[src/rtl/seg7_scan_if.sv]
// Bus between BCD producer logic and the seven-segment scan driver.
// The master drives enable/load/data_in; the driver (slave) returns segment and digit enables.
interface seg7_scan_if #(
  parameter int NUM_DIGITS = 4
);
  logic                      enable;
  logic                      load;
  logic [4*NUM_DIGITS-1:0]   data_in;
  logic [6:0]                seg;
  logic [NUM_DIGITS-1:0]     dig_sel;
  logic                      frame_done;
  logic                      pending;

  modport master (
    output enable, load, data_in,
    input  seg, dig_sel, frame_done, pending
  );

  modport slave (
    input  enable, load, data_in,
    output seg, dig_sel, frame_done, pending
  );
endinterface

[src/rtl/seg7_scan_driver.sv]
// Time-multiplexed seven-segment driver for NUM_DIGITS BCD digits with frame-aligned data commit.
// Define SEG7_LZB_EN to blank leading zero digits (digit 0 is always shown).
module seg7_scan_driver #(
  parameter int NUM_DIGITS  = 4,
  parameter int REFRESH_DIV = 1000
) (
  input  logic       clk,
  input  logic       rst_n,
  seg7_scan_if.slave bus
);
  localparam int PW = (REFRESH_DIV > 1) ? $clog2(REFRESH_DIV) : 1;
  localparam int IW = (NUM_DIGITS > 1) ? $clog2(NUM_DIGITS) : 1;
  localparam int DW = 4 * NUM_DIGITS;
  localparam logic [PW-1:0] PCNT_LAST = PW'(REFRESH_DIV - 1);
  localparam logic [IW-1:0] IDX_LAST  = IW'(NUM_DIGITS - 1);

  logic [PW-1:0]         pcnt_q, pcnt_d;
  logic [IW-1:0]         idx_q, idx_d;
  logic [DW-1:0]         disp_q, disp_d;
  logic [DW-1:0]         shadow_q, shadow_d;
  logic                  pending_q, pending_d;
  logic [6:0]            seg_q, seg_d;
  logic [NUM_DIGITS-1:0] dig_sel_q, dig_sel_d;
  logic                  frame_done_q, frame_done_d;
  logic                  tick;
  logic                  boundary;

  logic [NUM_DIGITS-1:0][6:0] digit_seg;

  function automatic logic [6:0] bcd_to_seg(input logic [3:0] v);
    logic [6:0] s;
    case (v)
      4'd0:    s = 7'b1111110;
      4'd1:    s = 7'b0110000;
      4'd2:    s = 7'b1101101;
      4'd3:    s = 7'b1111001;
      4'd4:    s = 7'b0110011;
      4'd5:    s = 7'b1011011;
      4'd6:    s = 7'b1011111;
      4'd7:    s = 7'b1110000;
      4'd8:    s = 7'b1111111;
      4'd9:    s = 7'b1111011;
      default: s = 7'b0000000;
    endcase
    return s;
  endfunction

  generate
    for (genvar gi = 0; gi < NUM_DIGITS; gi++) begin : g_dec
`ifdef SEG7_LZB_EN
      if (gi == 0) begin : g_d0
        assign digit_seg[gi] = bcd_to_seg(disp_q[3:0]);
      end else begin : g_dk
        // A digit is a leading zero when it and every digit above it are zero
        assign digit_seg[gi] = (disp_q[DW-1:4*gi] == '0) ? 7'b0000000
                                                         : bcd_to_seg(disp_q[4*gi +: 4]);
      end
`else
      assign digit_seg[gi] = bcd_to_seg(disp_q[4*gi +: 4]);
`endif
    end
  endgenerate

  always_comb begin
    tick         = bus.enable && (pcnt_q == PCNT_LAST);
    boundary     = tick && (idx_q == IDX_LAST);
    pcnt_d       = pcnt_q;
    idx_d        = idx_q;
    disp_d       = disp_q;
    shadow_d     = shadow_q;
    pending_d    = pending_q;

    if (tick) begin
      pcnt_d = '0;
      idx_d  = boundary ? '0 : idx_q + IW'(1);
    end else if (bus.enable) begin
      pcnt_d = pcnt_q + PW'(1);
    end

    // A load on the boundary itself supersedes whatever sits in the shadow
    if (!bus.enable) begin
      if (bus.load) begin
        disp_d    = bus.data_in;
        pending_d = 1'b0;
      end
    end else if (boundary) begin
      if (bus.load) begin
        disp_d    = bus.data_in;
        pending_d = 1'b0;
      end else if (pending_q) begin
        disp_d    = shadow_q;
        pending_d = 1'b0;
      end
    end else if (bus.load) begin
      shadow_d  = bus.data_in;
      pending_d = 1'b1;
    end

    seg_d        = bus.enable ? digit_seg[idx_q] : 7'b0000000;
    dig_sel_d    = bus.enable ? (NUM_DIGITS'(1) << idx_q) : '0;
    frame_done_d = boundary;
  end

  always_ff @(posedge clk or negedge rst_n) begin
    if (!rst_n) begin
      pcnt_q       <= '0;
      idx_q        <= '0;
      disp_q       <= '0;
      shadow_q     <= '0;
      pending_q    <= 1'b0;
      seg_q        <= '0;
      dig_sel_q    <= '0;
      frame_done_q <= 1'b0;
    end else begin
      pcnt_q       <= pcnt_d;
      idx_q        <= idx_d;
      disp_q       <= disp_d;
      shadow_q     <= shadow_d;
      pending_q    <= pending_d;
      seg_q        <= seg_d;
      dig_sel_q    <= dig_sel_d;
      frame_done_q <= frame_done_d;
    end
  end

  assign bus.seg        = seg_q;
  assign bus.dig_sel    = dig_sel_q;
  assign bus.frame_done = frame_done_q;
  assign bus.pending    = pending_q;
endmodule

[src/flat_wrapper.sv]
// flat-port wrapper written by rule: the top's interface ports become plain ports
module seg7_scan_driver_flat 
#(
  parameter int NUM_DIGITS  = 4,
  parameter int REFRESH_DIV = 1000
)
  (clk, rst_n, bus_enable, bus_load, bus_data_in, bus_seg, bus_dig_sel, bus_frame_done, bus_pending);
  seg7_scan_if #(.NUM_DIGITS(NUM_DIGITS)) bus_i ();
  input  logic clk;
  input  logic rst_n;
  input wire logic [$bits(bus_i.enable)-1:0] bus_enable;
  input wire logic [$bits(bus_i.load)-1:0] bus_load;
  input wire logic [$bits(bus_i.data_in)-1:0] bus_data_in;
  output wire logic [$bits(bus_i.seg)-1:0] bus_seg;
  output wire logic [$bits(bus_i.dig_sel)-1:0] bus_dig_sel;
  output wire logic [$bits(bus_i.frame_done)-1:0] bus_frame_done;
  output wire logic [$bits(bus_i.pending)-1:0] bus_pending;
  assign bus_i.enable = bus_enable;
  assign bus_i.load = bus_load;
  assign bus_i.data_in = bus_data_in;
  assign bus_seg = bus_i.seg;
  assign bus_dig_sel = bus_i.dig_sel;
  assign bus_frame_done = bus_i.frame_done;
  assign bus_pending = bus_i.pending;
  seg7_scan_driver #(.NUM_DIGITS(NUM_DIGITS), .REFRESH_DIV(REFRESH_DIV)) u_core (.clk(clk), .rst_n(rst_n), .bus(bus_i));
endmodule
[config.mk]
export PLATFORM = sky130hd
export DESIGN_NAME = seg7_scan_driver_flat
export DESIGN_NICKNAME = d
export VERILOG_FILES = /design/src/rtl/seg7_scan_if.sv /design/src/rtl/seg7_scan_driver.sv /design/src/flat_wrapper.sv
export SDC_FILE = /design/constraint.sdc
export NUM_CORES = 1
export LEC_CHECK = 0
export CAP_MARGIN = 0
export CORE_UTILIZATION = 30
export CTS_CLUSTER_SIZE = 14
export DETAILED_ROUTE_END_ITERATION = 8
export SLEW_MARGIN = 20
export SYNTH_ARGS = -nofsm -noshare
export SYNTH_HDL_FRONTEND = slang
export SYNTH_SLANG_ARGS = --single-unit
export TNS_END_PERCENT = 50
[constraint.sdc]
create_clock -name clk -period 5.55 [get_ports clk]
set_input_delay 0.555 -clock clk [delete_from_list [all_inputs] [get_ports clk]]
set_output_delay 0.555 -clock clk [all_outputs]
set_load 0.01 [all_outputs]
Word-level counts from Yosys, hierarchy flattened --
Memories as Yosys holds them, arrays and structs flattened. Cells that the tools add are included.
Operators by class: $lt $le $gt $ge 1, multiplexer cells 16, shift-type cells 1, reductions and logical operators 8, bitwise operators 1, add/sub/neg operators 2, equal/unequal tests 4
Operators with widths (number):
- $mux 16 | 5
- $mux 10 | 2
- $bmux 7 s2 | 1
- $mux 7 | 2
- $add 10x1->10 const B | 1
- $eq 10x10->1 const B | 1
- $reduce_and 3->1 | 2
- $reduce_bool 2->1 | 3
- $mux 1 | 4
- $mux 4 | 1
- $shl 1x2->4 const A | 1
- $lt 2x3->1 const B | 1
- $ne 3x2->1 const B | 1
- $add 2x1->2 const B | 1
- $eq 2x2->1 const B | 1
- $logic_and 1x1->1 | 2
- $mux 2 | 1
- $ne 2x1->1 const B | 1
- $reduce_and 2->1 | 1
- $not 1->1 | 1
Storage, ports and cells: bits in read-only memories 448, logic and storage cells 45, memories 4, flip-flop bits (word level) 57
Memory list:
- (name not given) | words 16, bits a word 7, rd ports 1, clocked after memory_dff 0, write ports 0, line seg7_scan_driver.sv:32 | case (v)
- (name not given) | words 16, bits a word 7, rd ports 1, clocked after memory_dff 0, write ports 0, line seg7_scan_driver.sv:32
- (name not given) | words 16, bits a word 7, rd ports 1, clocked after memory_dff 0, write ports 0, line seg7_scan_driver.sv:32
- (name not given) | words 16, bits a word 7, rd ports 1, clocked after memory_dff 0, write ports 0, line seg7_scan_driver.sv:32

Longest topological paths before layout --
Gate-level depths: netlist of run 1.
word-level depth 5, gate-level depth with buffers 8, gate-level depth less buffers 6

Least setup slack after synthesis of run 1 --
Ideal clock, no wire load.
path type reg2reg, start point register u_core.pcnt_q[0], end point register u_core.shadow_q[10], data required time 5.425 ns, clock period less this slack 1.965 ns, cell stages (with the launch flop) 9, arrival time 1.839 ns, buffers on the path 3, path slack 3.585 ns, library setup time 0.125 ns, path through dfrtp_1 > ha_1 > and3_1 > buf_2 > and3_1 > buf_6 > a21oi_4 > buf_12 > mux2_4
On the way: word-level cells in the longest chain between the ends 5
Ends and longest elaborated chain:
- start: declaration | line seg7_scan_driver.sv:17 | logic [PW-1:0] pcnt_q, pcnt_d;
- start signal: assignment | line seg7_scan_driver.sv:115 | pcnt_q <= pcnt_d;
- $eq 10x10->1 | line seg7_scan_driver.sv:65 | tick = bus.enable && (pcnt_q == PCNT_LAST);
- $logic_and 1x1->1 | line seg7_scan_driver.sv:65
- $logic_and 1x1->1 | line seg7_scan_driver.sv:66 | boundary = tick && (idx_q == IDX_LAST);
- $not 1->1 (no line)
- $reduce_and 3->1 (no line)
- end signal: assignment | line seg7_scan_driver.sv:118 | shadow_q <= shadow_d;
- end: declaration | line seg7_scan_driver.sv:20 | logic [DW-1:0] shadow_q, shadow_d;
No other way between the ends. A chain may end at the register's enable or synchronous reset.

Worst setup path in the final report of run 1 --
start point input port bus_enable, end point register u_core.shadow_q[3]
On the way: word-level cells in the longest chain between the ends 4
Ends and longest elaborated chain:
- start: declaration | line flat_wrapper.sv:11 | input wire logic [$bits(bus_i.enable)-1:0] bus_enable;
- $logic_and 1x1->1 | line seg7_scan_driver.sv:65
- $logic_and 1x1->1 | line seg7_scan_driver.sv:66
- $not 1->1 (no line)
- $reduce_and 3->1 (no line) (*)
Every way passes the cells marked *; elsewhere a longest branch is shown, timed or not.

==> impl_results.html, run 1 <==
<table>
<tr><th>Metric</th><th>Value</th></tr>
<tr><th colspan="2">Place</th></tr>
<tr><td>Half-perimeter wire length after detailed placement</td><td>4533 um</td></tr>
<tr><td>Weighted congestion at the end of routability-driven global placement</td><td>0.7849</td></tr>
<tr><td>Buffers added on ports</td><td>32</td></tr>
<tr><th colspan="2">Power</th></tr>
<tr><td>Largest vdd supply drop</td><td>130.6 uV</td></tr>
<tr><td>Power per cell area</td><td>318.7 mW/mm^2</td></tr>
<tr><td>Standby leakage power</td><td>1.778 nW</td></tr>
<tr><th colspan="2">Run</th></tr>
<tr><td>Max cap viols</td><td>0</td></tr>
<tr><th colspan="2">STA</th></tr>
<tr><td>Final hold violations</td><td>0</td></tr>
<tr><td>Setup Viol. Count Final</td><td>0</td></tr>
<tr><td>Fmax achieved</td><td>352.4 MHz</td></tr>
<tr><td>Setup repair after global routing missed its margin</td><td>no</td></tr>
<tr><td>Max-slew violation count</td><td>0</td></tr>
<tr><td>Actual transition at the worst max-transition pin</td><td>between 700 and 800 ps</td></tr>
<tr><td>Worst-case hold slack</td><td>354.0 ps</td></tr>
<tr><td>Post-Route Skew</td><td>9.990 ps</td></tr>
<tr><td>Final worst-path cycle share</td><td>0.5112</td></tr>
<tr><td>Post-route setup TNS</td><td>0 ps</td></tr>
<tr><td>Tightest slew margin relative to the limit</td><td>0.4922</td></tr>
<tr><td>Shortest period the worst path allows</td><td>2837 ps</td></tr>
<tr><th colspan="2">Synthesis</th></tr>
<tr><td>Synthesized netlist cell count</td><td>315</td></tr>
<tr><td>Most numerous cell types in the synthesized netlist</td><td>sky130_fd_sc_hd__dfrtp_1, sky130_fd_sc_hd__ha_1, sky130_fd_sc_hd__nand2b_1, sky130_fd_sc_hd__mux2i_1, sky130_fd_sc_hd__o21ai_0</td></tr>
<tr><td>Area leader, netlist</td><td>sky130_fd_sc_hd__dfrtp_1</td></tr>
<tr><td>Sequential area share after synthesis</td><td>0.4224</td></tr>
<tr><td>Leading post-synthesis cells by cell area</td><td>sky130_fd_sc_hd__dfrtp_1, sky130_fd_sc_hd__ha_1, sky130_fd_sc_hd__mux2i_1</td></tr>
<tr><td>Unique masters post-synth</td><td>43</td></tr>
<tr><td>Main synth FF type</td><td>sky130_fd_sc_hd__dfrtp_1</td></tr>
<tr><td>Share of synthesized registers carrying an async set or reset</td><td>1.000</td></tr>
<tr><td>Area of the mapped netlist</td><td>0.003377 sq mm</td></tr>
<tr><td>Mean post-synth cell area</td><td>about 11 sq um</td></tr>
<tr><td>Number of warnings printed during yosys synthesis</td><td>0</td></tr>
<tr><td>Top cell type's share of synthesized area</td><td>0.4224</td></tr>
<tr><td>Net count after synthesis</td><td>360</td></tr>
<tr><td>Number of enable flip-flop cells after synthesis</td><td>0</td></tr>
<tr><td>#FFs+latches synth</td><td>57</td></tr>
<tr><td>Most common cell in the netlist</td><td>sky130_fd_sc_hd__dfrtp_1</td></tr>
<tr><th colspan="2">Detailed routing</th></tr>
<tr><td>Iter 0 DRT Violations</td><td>105</td></tr>
<tr><td>Final routed DRC violation total</td><td>0</td></tr>
<tr><td>Number of vias after detailed routing</td><td>2336</td></tr>
<tr><td>Per-cell routed wire length</td><td>13.55 um</td></tr>
<tr><td>Via count normalized by instance count</td><td>4.777</td></tr>
<tr><td>Antenna Violating Nets Remaining</td><td>0</td></tr>
<tr><td>Detailed Route WL</td><td>6628 um</td></tr>
<tr><td>Length of the first detailed-routing pass in iterations</td><td>4</td></tr>
<tr><th colspan="2">Global routing</th></tr>
<tr><td>Met1 track demand over resource in global routing</td><td>0.1721</td></tr>
<tr><td>GRT Resource Usage Total</td><td>0.1260</td></tr>
<tr><td>Fraction of met2 tracks used by global routing</td><td>0.1934</td></tr>
<tr><td>Wire length of the first global-routing pass</td><td>roughly 11000 um</td></tr>
<tr><td>Overall overflow remaining after global route</td><td>0</td></tr>
<tr><td>Global route hottest layer</td><td>met2</td></tr>
<tr><td>Pin count of the biggest net entering global routing</td><td>between 50 and 60</td></tr>
<tr><td>Global Route met3 Usage</td><td>0.02471</td></tr>
<tr><td>Antenna violations before repair</td><td>0</td></tr>
<tr><td>Number of global-route vias before repair</td><td>approximately 2300</td></tr>
<tr><th colspan="2">Clock network</th></tr>
<tr><td>CTS tree</td><td>built</td></tr>
<tr><td>H-tree depth reported by CTS</td><td>3</td></tr>
<tr><td>Clock tree sinks</td><td>57</td></tr>
<tr><td>Number of buffers inserted by post-CTS setup repair</td><td>0</td></tr>
<tr><td>Worst skew pair latency</td><td>330 ps</td></tr>
<tr><td>Clock root cell</td><td>sky130_fd_sc_hd__clkbuf_8</td></tr>
<tr><td>Maximum buffer depth of the clock tree</td><td>2</td></tr>
<tr><td>Hold_buf cts</td><td>0</td></tr>
<tr><td>Clock transition at the register clock pins on the worst setup and hold paths after CTS</td><td>60 ps</td></tr>
<tr><td>Total clock buffers created by CTS</td><td>9</td></tr>
<tr><td>Number of instances resized during post-cts repair</td><td>0</td></tr>
<tr><th colspan="2">Finish</th></tr>
<tr><td>ANT cells</td><td>0</td></tr>
<tr><td>Synthesis-to-finish area growth</td><td>17.60%</td></tr>
<tr><td>Fraction of final layout cells with drive strength greater than 1</td><td>0.1576</td></tr>
<tr><td>Total number of nets in the final design</td><td>about 400</td></tr>
<tr><td>Finished Core Util</td><td>0.3647</td></tr>
<tr><th colspan="2">Die</th></tr>
<tr><td>Starting density of the core</td><td>0.3102</td></tr>
<tr><td>Die span in y</td><td>108.1 um</td></tr>
<tr><td>Horizontal die dimension</td><td>between 100 and 150 um</td></tr>
<tr><td>CORE AREA</td><td>0.01089 sq mm</td></tr>
<tr><td>IO Count</td><td>33</td></tr>
<tr><td>Std cell rows</td><td>38</td></tr>
<tr><td>Die Footprint</td><td>0.01168 sq mm</td></tr>
<tr><th colspan="2">Worst hold path</th></tr>
<tr><td>Kind of path behind the tightest hold check</td><td>input port to asynchronous set/reset pin</td></tr>
<tr><th colspan="2">Setup path</th></tr>
<tr><td>Critical-path top delay cell</td><td>sky130_fd_sc_hd__clkdlybuf4s50_1</td></tr>
<tr><td>Top cell by count, worst path</td><td>sky130_fd_sc_hd__and3_1</td></tr>
<tr><td>List of cells traversed by the critical path</td><td>clkdlybuf4s50_1 -&gt; and3_1 -&gt; and3_1 -&gt; a21oi_4 -&gt; mux2_2</td></tr>
<tr><td>Crit path launch type</td><td>input port</td></tr>
<tr><td>Critical path capture point type</td><td>flop</td></tr>
<tr><td>Critical-path maximum fanout</td><td>21</td></tr>
<tr><td>Required time at the endpoint of the critical path</td><td>5760 ps</td></tr>
<tr><td>Data arrival time at the worst-slack endpoint</td><td>a little over 3000 ps</td></tr>
<tr><td>Category of the most critical setup path</td><td>input port to flop</td></tr>
<tr><td>Slowest cell delay on critical path</td><td>730 ps</td></tr>
<tr><th colspan="2">Outcome</th></tr>
<tr><td>Run status</td><td>complete, no violations</td></tr>
</table>
==> final timing paths <==
kind	slack, ps	to	cells past startpoint	start
min reg2reg	490	u_core.pcnt_q[9]$_DFFE_PN0P_	1	u_core.pcnt_q[9]$_DFFE_PN0P_
max in group asynchronous	4700	u_core.bus.dig_sel[3]$_DFF_PN0_	2	rst_n
min in group clk	490	u_core.pcnt_q[9]$_DFFE_PN0P_	1	u_core.pcnt_q[9]$_DFFE_PN0P_
max reg2reg	3200	u_core.disp_q[10]$_DFFE_PN0P_	5	u_core.idx_q[0]$_DFFE_PN0N_
max	2710	u_core.shadow_q[3]$_DFFE_PN0P_	5	bus_enable
min	350	u_core.shadow_q[12]$_DFFE_PN0P_	2	rst_n
==> worst max-delay path: cells and delay by family <==
kind            cells  cell delay (ps)
mux                 1              410
buf+inv             1              730
compound gates      1              660
simple gates        2              690
==> kinds of logic (layout without fill, tap and decap cells) <==
group	after synthesis	count (layout)	synth area share
muxes	49	49	0.1667
xor gates and xnor gates	7	7	0.01816
adders and majority gates	25	25	0.09263
DFF	57	57	0.4224
and+or+nand+nor	75	75	0.1237
buffers and inverters	35	69	0.05187
AOI/OAI and AO/OA	67	67	0.1245
==> per-stage QoR <==
stage	instance area (sq um)	total power [mW]	cells	worst slack [ps]
2_1_floorplan	3377	0.7917	315	3585
3_3_place_gp	3782	0.8905	473	2397
3_5_place_dp	3782	0.8958	473	2359
4_1_cts	3971	1.279	489	2711
5_1_grt	3971	1.353	489	2565
6_report	3971	1.266	489	2713
==> flip-flops by register name, summed over array words and instances, names as in the netlist <==
register	cells
u_core.disp_q	16
u_core.shadow_q	16
u_core.pcnt_q	10
u_core.bus.seg	7
u_core.bus.dig_sel	4
u_core.idx_q	2
u_core.bus.frame_done	1
u_core.bus.pending	1
==> area by class of cell <==
cell class,instances,area (sq um)
sequential,57,1426
inverter,18,67.56
multi-input combinational,223,1775
clock inverter,3,40.04
timing repair buffer,35,337.8
clock buffer,13,148.9
fill,1081,6917
tap,140,175.2
==> power by group <==
group / total, mW / internal, mW / leakage (nW) / switching, mW
clock: 0.376 / 0.219 / 0.0974 / 0.158
combinational: 0.323 / 0.169 / 0.988 / 0.154
sequential: 0.567 / 0.485 / 0.693 / 0.0817
==> cell usage in the layout (no fill, tap or decap), drive strengths merged <==
cell type	synthesis	final
buf	5	4
and3	5	5
xnor2	5	5
nor4	1	1
or3	1	1
nand2b	22	22
a21boi	1	1
dfrtp	57	57
nor4bb	1	1
nand4	3	3
a21oi	22	22
o22ai	6	6
nand3	6	6
nand2	14	14
a221oi	1	1
o41ai	2	2
or3b	1	1
mux2	28	28
a31o	1	1
o311ai	2	2
o2111ai	1	1
xor2	2	2
o22a	1	1
or2	4	4
clkdlybuf4s50	0	31
a311o	1	1
clkinv	0	2
bufinv	0	1
ha	25	25
inv	18	18
nor2	12	12
o32ai	4	4
mux2i	21	21
clkbuf	12	13
o21ai	21	21
o211ai	2	2
and2	4	4
o31ai	2	2
nor3	1	1
==> per-layer routing <==
layer	vias to the layer above	wire length, um
met1	1117	3271
met5	-	0
met4	0	119
li1	1164	-
met3	12	225
met2	43	3012
No activity file was read; power rests on OpenSTA's default activity.
==> inputs of run 2 (changes only) <==
==> constraint.sdc (replaced) <==
create_clock -name clk -period 2.4 [get_ports clk]
set_input_delay 0.24 -clock clk [delete_from_list [all_inputs] [get_ports clk]]
set_output_delay 0.24 -clock clk [all_outputs]
set_load 0.01 [all_outputs]
==> impl_results.html, run 2 (same netlist as run 1, synthesis figures left out) <==
<table>
<tr><th>Metric</th><th>Value</th></tr>
<tr><th colspan="2">Global routing</th></tr>
<tr><td>GRT Resource Usage Total</td><td>0.1306 (was 0.1260)</td></tr>
<tr><td>Number of global-route vias before repair</td><td>2349 (was 2336)</td></tr>
<tr><td>Antenna violations before repair</td><td>0 (unchanged)</td></tr>
<tr><td>Pin count of the biggest net entering global routing</td><td>31 (was 58)</td></tr>
<tr><td>Overall overflow remaining after global route</td><td>0 (unchanged)</td></tr>
<tr><td>Wire length of the first global-routing pass</td><td>11660 um (was 11360 um)</td></tr>
<tr><th colspan="2">Power</th></tr>
<tr><td>Gate power share</td><td>0.260 (was 0.255)</td></tr>
<tr><td>Largest vdd supply drop</td><td>299.3 uV (was 130.6 uV)</td></tr>
<tr><td>Power consumption</td><td>2.904 mW (was 1.266 mW)</td></tr>
<tr><td>Register share of total power</td><td>0.453 (was 0.448)</td></tr>
<tr><td>Net switching component of the power</td><td>0.9313 mW (was 0.3929 mW)</td></tr>
<tr><td>Switching Share</td><td>0.3207 (was 0.3104)</td></tr>
<tr><td>Clock Power Share</td><td>0.286 (was 0.297)</td></tr>
<tr><td>Power per cell area</td><td>719.5 mW/mm^2 (was 318.7 mW/mm^2)</td></tr>
<tr><td>Pint</td><td>1.973 mW (was 0.8729 mW)</td></tr>
<tr><td>Standby leakage power</td><td>1.808 nW (was 1.778 nW)</td></tr>
<tr><th colspan="2">STA</th></tr>
<tr><td>Worst-case hold slack</td><td>482.2 ps (was 354.0 ps)</td></tr>
<tr><td>Max-slew violation count</td><td>0 (unchanged)</td></tr>
<tr><td>Final hold violations</td><td>0 (unchanged)</td></tr>
<tr><td>Setup Viol. Count Final</td><td>0 (unchanged)</td></tr>
<tr><td>Tightest slew margin relative to the limit</td><td>0.5236 (was 0.4922)</td></tr>
<tr><td>Actual transition at the worst max-transition pin</td><td>714.5 ps (was 760.0 ps)</td></tr>
<tr><td>Fmax achieved</td><td>496.1 MHz</td></tr>
<tr><td>Setup repair after global routing missed its margin</td><td>no (unchanged)</td></tr>
<tr><td>Shortest period the worst path allows</td><td>~2000 ps</td></tr>
<tr><td>Final worst-path cycle share</td><td>0.8398</td></tr>
<tr><td>Post-Route Skew</td><td>6.894 ps (was 9.990 ps)</td></tr>
<tr><td>Slack of the critical path</td><td>384.4 ps (was 2713 ps)</td></tr>
<tr><td>Post-route setup TNS</td><td>0 ps (unchanged)</td></tr>
<tr><th colspan="2">Detailed routing</th></tr>
<tr><td>Via count normalized by instance count</td><td>4.777 (about the same)</td></tr>
<tr><td>Length of the first detailed-routing pass in iterations</td><td>4 (unchanged)</td></tr>
<tr><td>Iter 0 DRT Violations</td><td>149 (was 105)</td></tr>
<tr><td>Detailed Route WL</td><td>6818 um (was 6628 um)</td></tr>
<tr><td>Antenna Violating Nets Remaining</td><td>0 (unchanged)</td></tr>
<tr><td>Per-cell routed wire length</td><td>13.80 um (was 13.55 um)</td></tr>
<tr><td>Final routed DRC violation total</td><td>0 (unchanged)</td></tr>
<tr><td>Number of vias after detailed routing</td><td>2360 (was 2336)</td></tr>
<tr><th colspan="2">Finish</th></tr>
<tr><td>Synthesis-to-finish area growth</td><td>19.53% (was 17.60%)</td></tr>
<tr><td>Regs by FF count</td><td>u_core.disp_q (16), u_core.shadow_q (16), u_core.pcnt_q (10) (unchanged)</td></tr>
<tr><td>Leading cell types in the layout, fill and taps excluded</td><td>sky130_fd_sc_hd__dfrtp_1, sky130_fd_sc_hd__clkdlybuf4s50_1, sky130_fd_sc_hd__ha_1 (unchanged)</td></tr>
<tr><td>Total number of nets in the final design</td><td>395 (was 389)</td></tr>
<tr><td>Fraction of final layout cells with drive strength greater than 1</td><td>0.1723 (was 0.1576)</td></tr>
<tr><td>Most frequent standard cell in the layout excluding fill and tap cells</td><td>sky130_fd_sc_hd__dfrtp_1 (unchanged)</td></tr>
<tr><td>Filler cells</td><td>1070 (was 1081)</td></tr>
<tr><td>Finished Core Util</td><td>0.3707 (was 0.3647)</td></tr>
<tr><td>ANT cells</td><td>0 (unchanged)</td></tr>
<tr><th colspan="2">Clock network</th></tr>
<tr><td>CTS tree</td><td>built (unchanged)</td></tr>
<tr><td>Total clock buffers created by CTS</td><td>9 (unchanged)</td></tr>
<tr><td>Worst skew pair latency</td><td>340 ps (was 330 ps)</td></tr>
<tr><td>Hold_buf cts</td><td>1 (was 0)</td></tr>
<tr><td>Maximum buffer depth of the clock tree</td><td>2 (unchanged)</td></tr>
<tr><td>H-tree depth reported by CTS</td><td>3 (unchanged)</td></tr>
<tr><td>Clock tree sinks</td><td>57 (unchanged)</td></tr>
<tr><td>Number of instances resized during post-cts repair</td><td>0 (unchanged)</td></tr>
<tr><td>Number of buffers inserted by post-CTS setup repair</td><td>0 (unchanged)</td></tr>
<tr><td>Clock transition at the register clock pins on the worst setup and hold paths after CTS</td><td>60 ps (about the same)</td></tr>
<tr><td>Clock root cell</td><td>sky130_fd_sc_hd__clkbuf_8 (unchanged)</td></tr>
<tr><th colspan="2">Place</th></tr>
<tr><td>Buffers added on ports</td><td>32 (unchanged)</td></tr>
<tr><td>Weighted congestion at the end of routability-driven global placement</td><td>0.7865 (was 0.7849)</td></tr>
<tr><td>Half-perimeter wire length after detailed placement</td><td>4882 um (was 4533 um)</td></tr>
<tr><td>Worst-case setup slack after placement</td><td>223.8 ps (was 2359 ps)</td></tr>
<tr><th colspan="2">Setup path</th></tr>
<tr><td>Category of the most critical setup path</td><td>flop to flop (was input port to flop)</td></tr>
<tr><td>Crit path launch type</td><td>flop (was input port)</td></tr>
<tr><td>Critical-path top delay cell</td><td>sky130_fd_sc_hd__dfrtp_1 (was sky130_fd_sc_hd__clkdlybuf4s50_1)</td></tr>
<tr><td>Required time at the endpoint of the critical path</td><td>2620 ps (was 5760 ps)</td></tr>
<tr><td>Critical path capture point type</td><td>flop (unchanged)</td></tr>
<tr><td>Critical-path maximum fanout</td><td>16 (was 21)</td></tr>
<tr><td>List of cells traversed by the critical path</td><td>ha_1 -&gt; nand4_1 -&gt; a21oi_2 -&gt; buf_4 -&gt; mux2_2 (was clkdlybuf4s50_1 -&gt; and3_1 -&gt; and3_1 -&gt; a21oi_4 -&gt; mux2_2)</td></tr>
<tr><td>Cell family with most CP delay</td><td>flip-flops (was buffers and inverters)</td></tr>
<tr><td>Buffers &amp; Inverters on Critical Path</td><td>1 (unchanged)</td></tr>
<tr><td>Data arrival time at the worst-slack endpoint</td><td>2230 ps (was 3050 ps)</td></tr>
<tr><td>Slowest cell delay on critical path</td><td>530 ps (was 730 ps)</td></tr>
<tr><th colspan="2">Worst hold path</th></tr>
<tr><td>Kind of path behind the tightest hold check</td><td>input port to asynchronous set/reset pin (unchanged)</td></tr>
<tr><th colspan="2">Outcome</th></tr>
<tr><td>Run status</td><td>complete, no violations (unchanged)</td></tr>
<tr><th colspan="2">Die</th></tr>
<tr><td>CORE AREA</td><td>0.01089 sq mm (unchanged)</td></tr>
<tr><td>Horizontal die dimension</td><td>108.1 um (unchanged)</td></tr>
<tr><td>Std cell rows</td><td>38 (unchanged)</td></tr>
<tr><td>Die span in y</td><td>108.1 um (unchanged)</td></tr>
<tr><td>Die Footprint</td><td>0.01168 sq mm (unchanged)</td></tr>
<tr><td>IO Count</td><td>33 (unchanged)</td></tr>
<tr><td>Starting density of the core</td><td>0.3102 (unchanged)</td></tr>
<tr><th colspan="2">Run</th></tr>
<tr><td>Max cap viols</td><td>0 (unchanged)</td></tr>
</table>
-- run 2: final timing paths --
kind / from / endpoint / slack, ps / depth (start not counted)
min in group clk: u_core.pcnt_q[9]$_DFFE_PN0P_ / u_core.pcnt_q[9]$_DFFE_PN0P_ / 500 / 1
worst max register to register: u_core.idx_q[1]$_DFFE_PN0N_ / u_core.disp_q[11]$_DFFE_PN0P_ / 380 / 5
worst min-delay path: rst_n / u_core.shadow_q[12]$_DFFE_PN0P_ / 480 / 2
max in group asynchronous: rst_n / u_core.pcnt_q[6]$_DFFE_PN0P_ / 1330 / 3
worst min register to register: u_core.pcnt_q[9]$_DFFE_PN0P_ / u_core.pcnt_q[9]$_DFFE_PN0P_ / 500 / 1
worst max-delay path: u_core.idx_q[1]$_DFFE_PN0N_ / u_core.disp_q[11]$_DFFE_PN0P_ / 380 / 5
-- run 2: power groups by stage --
stage	logic (mW)	registers, mW	clock network [mW]
final	0.757	1.32	0.831
after global routing	0.856	1.34	0.890
after CTS	0.763	1.32	0.854
after detailed placement	0.757	1.33	0
after global placement	0.748	1.32	0
after floorplan	0.566	1.26	0
-- run 2: cell type report --
| cell class | count | area [sq um] | share of cell area |
|---|---|---|---|
| inverters | 18 | 67.56 | 0.01674 |
| repair buffers | 41 | 410.4 | 0.1017 |
| well taps | 140 | 175.2 | 0.04340 |
| multi-input cells | 223 | 1775 | 0.4399 |
| flip-flops and latches | 57 | 1426 | 0.3534 |
| clock buffers | 13 | 168.9 | 0.04185 |
| clock inverters | 2 | 12.51 | 0.003100 |
-- run 2: metal layers --
metal,vias to the layer above,global-route usage,part of all wire,wire length (um)
met4,0,0.06360,0.014,93
met2,33,0.1993,0.46,3131
met5,-,0,0,0
met1,1141,0.1726,0.50,3375
met3,8,0.03074,0.032,218
li1,1178,-,-,-
-- run 2: worst reg2reg max path: stages, from the launching register on --
cell and delay, ps:
sky130_fd_sc_hd__dfrtp_1 530, sky130_fd_sc_hd__ha_1 370, sky130_fd_sc_hd__nand4_1 160, sky130_fd_sc_hd__a21oi_2 170
sky130_fd_sc_hd__buf_4 280, sky130_fd_sc_hd__mux2_2 400
-- run 2: per-stage QoR --
step | area, sq um | instances
3_3_place_gp | 3845 | 478
2_1_floorplan | 3377 | 315
5_1_grt | 4036 | 494
3_5_place_dp | 3845 | 478
6_report | 4036 | 494
4_1_cts | 4036 | 494
==> inputs of run 3 (changes only) <==
==> constraint.sdc (replaced) <==
create_clock -name clk -period 2 [get_ports clk]
set_input_delay 0.2 -clock clk [delete_from_list [all_inputs] [get_ports clk]]
set_output_delay 0.2 -clock clk [all_outputs]
set_load 0.01 [all_outputs]
==> impl_results.html, run 3 (same netlist as run 1, synthesis figures left out) <==
<table>
<tr><th>Metric</th><th>Value</th></tr>
<tr><th colspan="2">Outcome</th></tr>
<tr><td>Run status</td><td>complete, no violations (unchanged)</td></tr>
<tr><th colspan="2">Detailed routing</th></tr>
<tr><td>Met1 routed wirelength after detailed routing</td><td>3271 um (was 3375 um)</td></tr>
<tr><td>Per-cell routed wire length</td><td>13.49 um (was 13.80 um)</td></tr>
<tr><td>Antenna Violating Nets Remaining</td><td>0 (unchanged)</td></tr>
<tr><td>Met2 routed wirelength</td><td>3101 um (was 3131 um)</td></tr>
<tr><td>Detailed Route WL</td><td>6704 um (was 6818 um)</td></tr>
<tr><td>Iter 0 DRT Violations</td><td>86 (was 149)</td></tr>
<tr><td>Routed met3 length</td><td>245 um (was 218 um)</td></tr>
<tr><td>Topmost layer with routed signal wires</td><td>met4 (unchanged)</td></tr>
<tr><td>Via count normalized by instance count</td><td>4.775 (was 4.777)</td></tr>
<tr><td>Final routed DRC violation total</td><td>0 (unchanged)</td></tr>
<tr><td>Number of vias after detailed routing</td><td>2373 (was 2360)</td></tr>
<tr><td>Length of the first detailed-routing pass in iterations</td><td>4 (unchanged)</td></tr>
<tr><th colspan="2">Setup path</th></tr>
<tr><td>Data arrival time at the worst-slack endpoint</td><td>2100 ps (was 2230 ps)</td></tr>
<tr><td>Critical path capture point type</td><td>flop (unchanged)</td></tr>
<tr><td>FF-to-FF setup slack</td><td>110 ps (was 380 ps)</td></tr>
<tr><td>Critical-path maximum fanout</td><td>16 (unchanged)</td></tr>
<tr><td>Critical register-to-register path startpoint</td><td>u_core.pcnt_q[4]$_DFFE_PN0P_ (was u_core.idx_q[1]$_DFFE_PN0N_)</td></tr>
<tr><td>Required time at the endpoint of the critical path</td><td>2220 ps (was 2620 ps)</td></tr>
<tr><td>CP endpoint</td><td>u_core.disp_q[6]$_DFFE_PN0P_ (was u_core.disp_q[11]$_DFFE_PN0P_)</td></tr>
<tr><td>Worst setup startpoint</td><td>u_core.pcnt_q[4]$_DFFE_PN0P_ (was u_core.idx_q[1]$_DFFE_PN0N_)</td></tr>
<tr><td>Reg-to-reg critical path endpoint</td><td>u_core.disp_q[6]$_DFFE_PN0P_ (was u_core.disp_q[11]$_DFFE_PN0P_)</td></tr>
<tr><td>Crit path launch type</td><td>flop (unchanged)</td></tr>
<tr><td>Category of the most critical setup path</td><td>flop to flop (unchanged)</td></tr>
<tr><td>Length in cells of the worst reg-to-reg path</td><td>5 (unchanged)</td></tr>
<tr><th colspan="2">Die</th></tr>
<tr><td>Starting density of the core</td><td>0.3102 (unchanged)</td></tr>
<tr><td>Horizontal die dimension</td><td>108.1 um (unchanged)</td></tr>
<tr><td>Die span in y</td><td>108.1 um (unchanged)</td></tr>
<tr><td>CORE AREA</td><td>0.01089 sq mm (unchanged)</td></tr>
<tr><td>Std cell rows</td><td>38 (unchanged)</td></tr>
<tr><td>Die Footprint</td><td>0.01168 sq mm (unchanged)</td></tr>
<tr><td>IO Count</td><td>33 (unchanged)</td></tr>
<tr><th colspan="2">Place</th></tr>
<tr><td>Half-perimeter wire length after detailed placement</td><td>4794 um (was 4882 um)</td></tr>
<tr><td>Weighted congestion at the end of routability-driven global placement</td><td>0.7755 (was 0.7865)</td></tr>
<tr><td>Buffers added on ports</td><td>32 (unchanged)</td></tr>
<tr><td>Worst-case setup slack after placement</td><td>113.8 ps (was 223.8 ps)</td></tr>
<tr><td>Cell count after placement</td><td>480 (was 478)</td></tr>
<tr><th colspan="2">Clock network</th></tr>
<tr><td>Clock root cell</td><td>sky130_fd_sc_hd__clkbuf_8 (unchanged)</td></tr>
<tr><td>CTS tree</td><td>built (unchanged)</td></tr>
<tr><td>Clock transition at the register clock pins on the worst setup and hold paths after CTS</td><td>70 ps (was 60 ps)</td></tr>
<tr><td>Total clock buffers created by CTS</td><td>9 (unchanged)</td></tr>
<tr><td>Maximum buffer depth of the clock tree</td><td>2 (unchanged)</td></tr>
<tr><td>H-tree depth reported by CTS</td><td>3 (unchanged)</td></tr>
<tr><td>Worst skew pair latency</td><td>330 ps (was 340 ps)</td></tr>
<tr><td>Number of buffers inserted by post-CTS setup repair</td><td>0 (unchanged)</td></tr>
<tr><td>Clock tree sinks</td><td>57 (unchanged)</td></tr>
<tr><th colspan="2">STA</th></tr>
<tr><td>Fmax achieved</td><td>530.3 MHz (was 496.1 MHz)</td></tr>
<tr><td>Final hold violations</td><td>0 (unchanged)</td></tr>
<tr><td>Tightest slew margin relative to the limit</td><td>0.6149 (was 0.5236)</td></tr>
<tr><td>Post-Route Skew</td><td>7.790 ps (was 6.894 ps)</td></tr>
<tr><td>Post-route setup TNS</td><td>0 ps (unchanged)</td></tr>
<tr><td>Setup repair after global routing missed its margin</td><td>no (unchanged)</td></tr>
<tr><td>Shortest period the worst path allows</td><td>1886 ps (was 2016 ps)</td></tr>
<tr><td>Setup Viol. Count Final</td><td>0 (unchanged)</td></tr>
<tr><td>Slack of the critical path</td><td>114.4 ps (was 384.4 ps)</td></tr>
<tr><td>Actual transition at the worst max-transition pin</td><td>577.7 ps (was 714.5 ps)</td></tr>
<tr><td>Max-slew violation count</td><td>0 (unchanged)</td></tr>
<tr><td>Final worst-path cycle share</td><td>0.9428 (was 0.8398)</td></tr>
<tr><td>Worst-case hold slack</td><td>391.5 ps (was 482.2 ps)</td></tr>
<tr><th colspan="2">Global routing</th></tr>
<tr><td>Overall overflow remaining after global route</td><td>0 (unchanged)</td></tr>
<tr><td>Antenna violations before repair</td><td>0 (unchanged)</td></tr>
<tr><td>Wire length of the first global-routing pass</td><td>11630 um (was 11660 um)</td></tr>
<tr><td>Number of global-route vias before repair</td><td>2362 (was 2349)</td></tr>
<tr><td>GRT Resource Usage Total</td><td>0.1289 (was 0.1306)</td></tr>
<tr><td>Pin count of the biggest net entering global routing</td><td>34 (was 31)</td></tr>
<tr><th colspan="2">Finish</th></tr>
<tr><td>Total number of nets in the final design</td><td>397 (was 395)</td></tr>
<tr><td>Regs by FF count</td><td>u_core.disp_q (16), u_core.shadow_q (16), u_core.pcnt_q (10) (unchanged)</td></tr>
<tr><td>Most frequent standard cell in the layout excluding fill and tap cells</td><td>sky130_fd_sc_hd__dfrtp_1 (unchanged)</td></tr>
<tr><td>Final non-filler cell total</td><td>497 (was 494)</td></tr>
<tr><td>Fraction of final layout cells with drive strength greater than 1</td><td>0.1737 (was 0.1723)</td></tr>
<tr><td>ANT cells</td><td>0 (unchanged)</td></tr>
<tr><td>Leading cell types in the layout, fill and taps excluded</td><td>sky130_fd_sc_hd__dfrtp_1, sky130_fd_sc_hd__clkdlybuf4s50_1, sky130_fd_sc_hd__ha_1 (unchanged)</td></tr>
<tr><td>Synthesis-to-finish area growth</td><td>19.93% (was 19.53%)</td></tr>
<tr><th colspan="2">Power</th></tr>
<tr><td>Power consumption</td><td>3.372 mW (was 2.904 mW)</td></tr>
<tr><td>Power per cell area</td><td>832.7 mW/mm^2 (was 719.5 mW/mm^2)</td></tr>
<tr><td>Standby leakage power</td><td>1.821 nW (was 1.808 nW)</td></tr>
<tr><td>Largest vdd supply drop</td><td>322.6 uV (was 299.3 uV)</td></tr>
<tr><td>Pint</td><td>2.274 mW (was 1.973 mW)</td></tr>
<tr><td>Register share of total power</td><td>0.468 (was 0.453)</td></tr>
<tr><td>Gate power share</td><td>0.271 (was 0.260)</td></tr>
<tr><td>Switching Share</td><td>0.3256 (was 0.3207)</td></tr>
<tr><td>Clock Power Share</td><td>0.261 (was 0.286)</td></tr>
<tr><td>Net switching component of the power</td><td>1.098 mW (was 0.9313 mW)</td></tr>
<tr><th colspan="2">Worst hold path</th></tr>
<tr><td>Kind of path behind the tightest hold check</td><td>input port to asynchronous set/reset pin (unchanged)</td></tr>
<tr><th colspan="2">Run</th></tr>
<tr><td>Max cap viols</td><td>0 (unchanged)</td></tr>
</table>
[run 3: changes by cell type in the layout (fill, tap and decap cells not counted)]
cell                         before  now
sky130_fd_sc_hd__clkbuf_8        12    9
sky130_fd_sc_hd__clkinvlp_4       1    0
sky130_fd_sc_hd__clkinv_2         1    4
sky130_fd_sc_hd__buf_12           2    4
sky130_fd_sc_hd__clkbuf_1         1    3
[run 3: power groups by stage]
| stage | sequential [mW] | combinational (mW) | clock [mW] |
|---|---|---|---|
| after floorplan | 1.52 | 0.680 | 0 |
| after global placement | 1.58 | 0.905 | 0 |
| after detailed placement | 1.59 | 0.912 | 0 |
| after CTS | 1.58 | 0.924 | 0.910 |
| after global routing | 1.62 | 1.03 | 0.967 |
| final | 1.58 | 0.913 | 0.880 |
[run 3: metal layers]
| layer | vias to the layer above | track usage |
|---|---|---|
| li1 | 1175 | - |
| met1 | 1148 | 0.1694 |
| met2 | 42 | 0.2002 |
| met3 | 8 | 0.03797 |
| met4 | 0 | 0.04599 |
| met5 | - | 0 |
[run 3: final cells by class]
cell class                 instances  area (sq um)
clock inverter                     4         20.02
fill                            1101          6838
multi-input combinational        223          1775
timing repair buffer              43         450.4
inverter                          18         67.56
clock buffer                      12         135.1
sequential                        57          1426
tap                              140         175.2
[run 3: how the worst min path moves through the flow]
| stage | startpoint | endpoint | slack [ps] |
|---|---|---|---|
| 2_1_floorplan | rst_n | u_core.bus.dig_sel[0]$_DFF_PN0_ | -100 |
| 3_3_place_gp | rst_n | u_core.shadow_q[12]$_DFFE_PN0P_ | 230 |
| 3_5_place_dp | rst_n | u_core.shadow_q[12]$_DFFE_PN0P_ | 240 |
| 4_1_cts | rst_n | u_core.shadow_q[12]$_DFFE_PN0P_ | 400 |
| 5_1_grt | rst_n | u_core.shadow_q[12]$_DFFE_PN0P_ | 440 |
| 6_report | rst_n | u_core.shadow_q[12]$_DFFE_PN0P_ | 390 |
[run 3: timing repair]
item	in CTS	in global routing
resized for setup	0	0
hold buffers	1	0
hold endpoints to repair	24	0
[run 3: critical path, cell delays in order, from the launching register on]
cell and delay [ps]:
sky130_fd_sc_hd__dfrtp_1 470, sky130_fd_sc_hd__nor4bb_4 370, sky130_fd_sc_hd__nand4_1 170, sky130_fd_sc_hd__a21oi_2 220, sky130_fd_sc_hd__buf_12 180, sky130_fd_sc_hd__mux2_2 350
[run 3: metrics by stage]
stage	area [sq um]	utilization
6_report	4050	0.3720
5_1_grt	4050	0.3720
4_1_cts	4050	0.3720
3_5_place_dp	3885	0.3568
3_3_place_gp	3885	0.3568
2_1_floorplan	3377	-
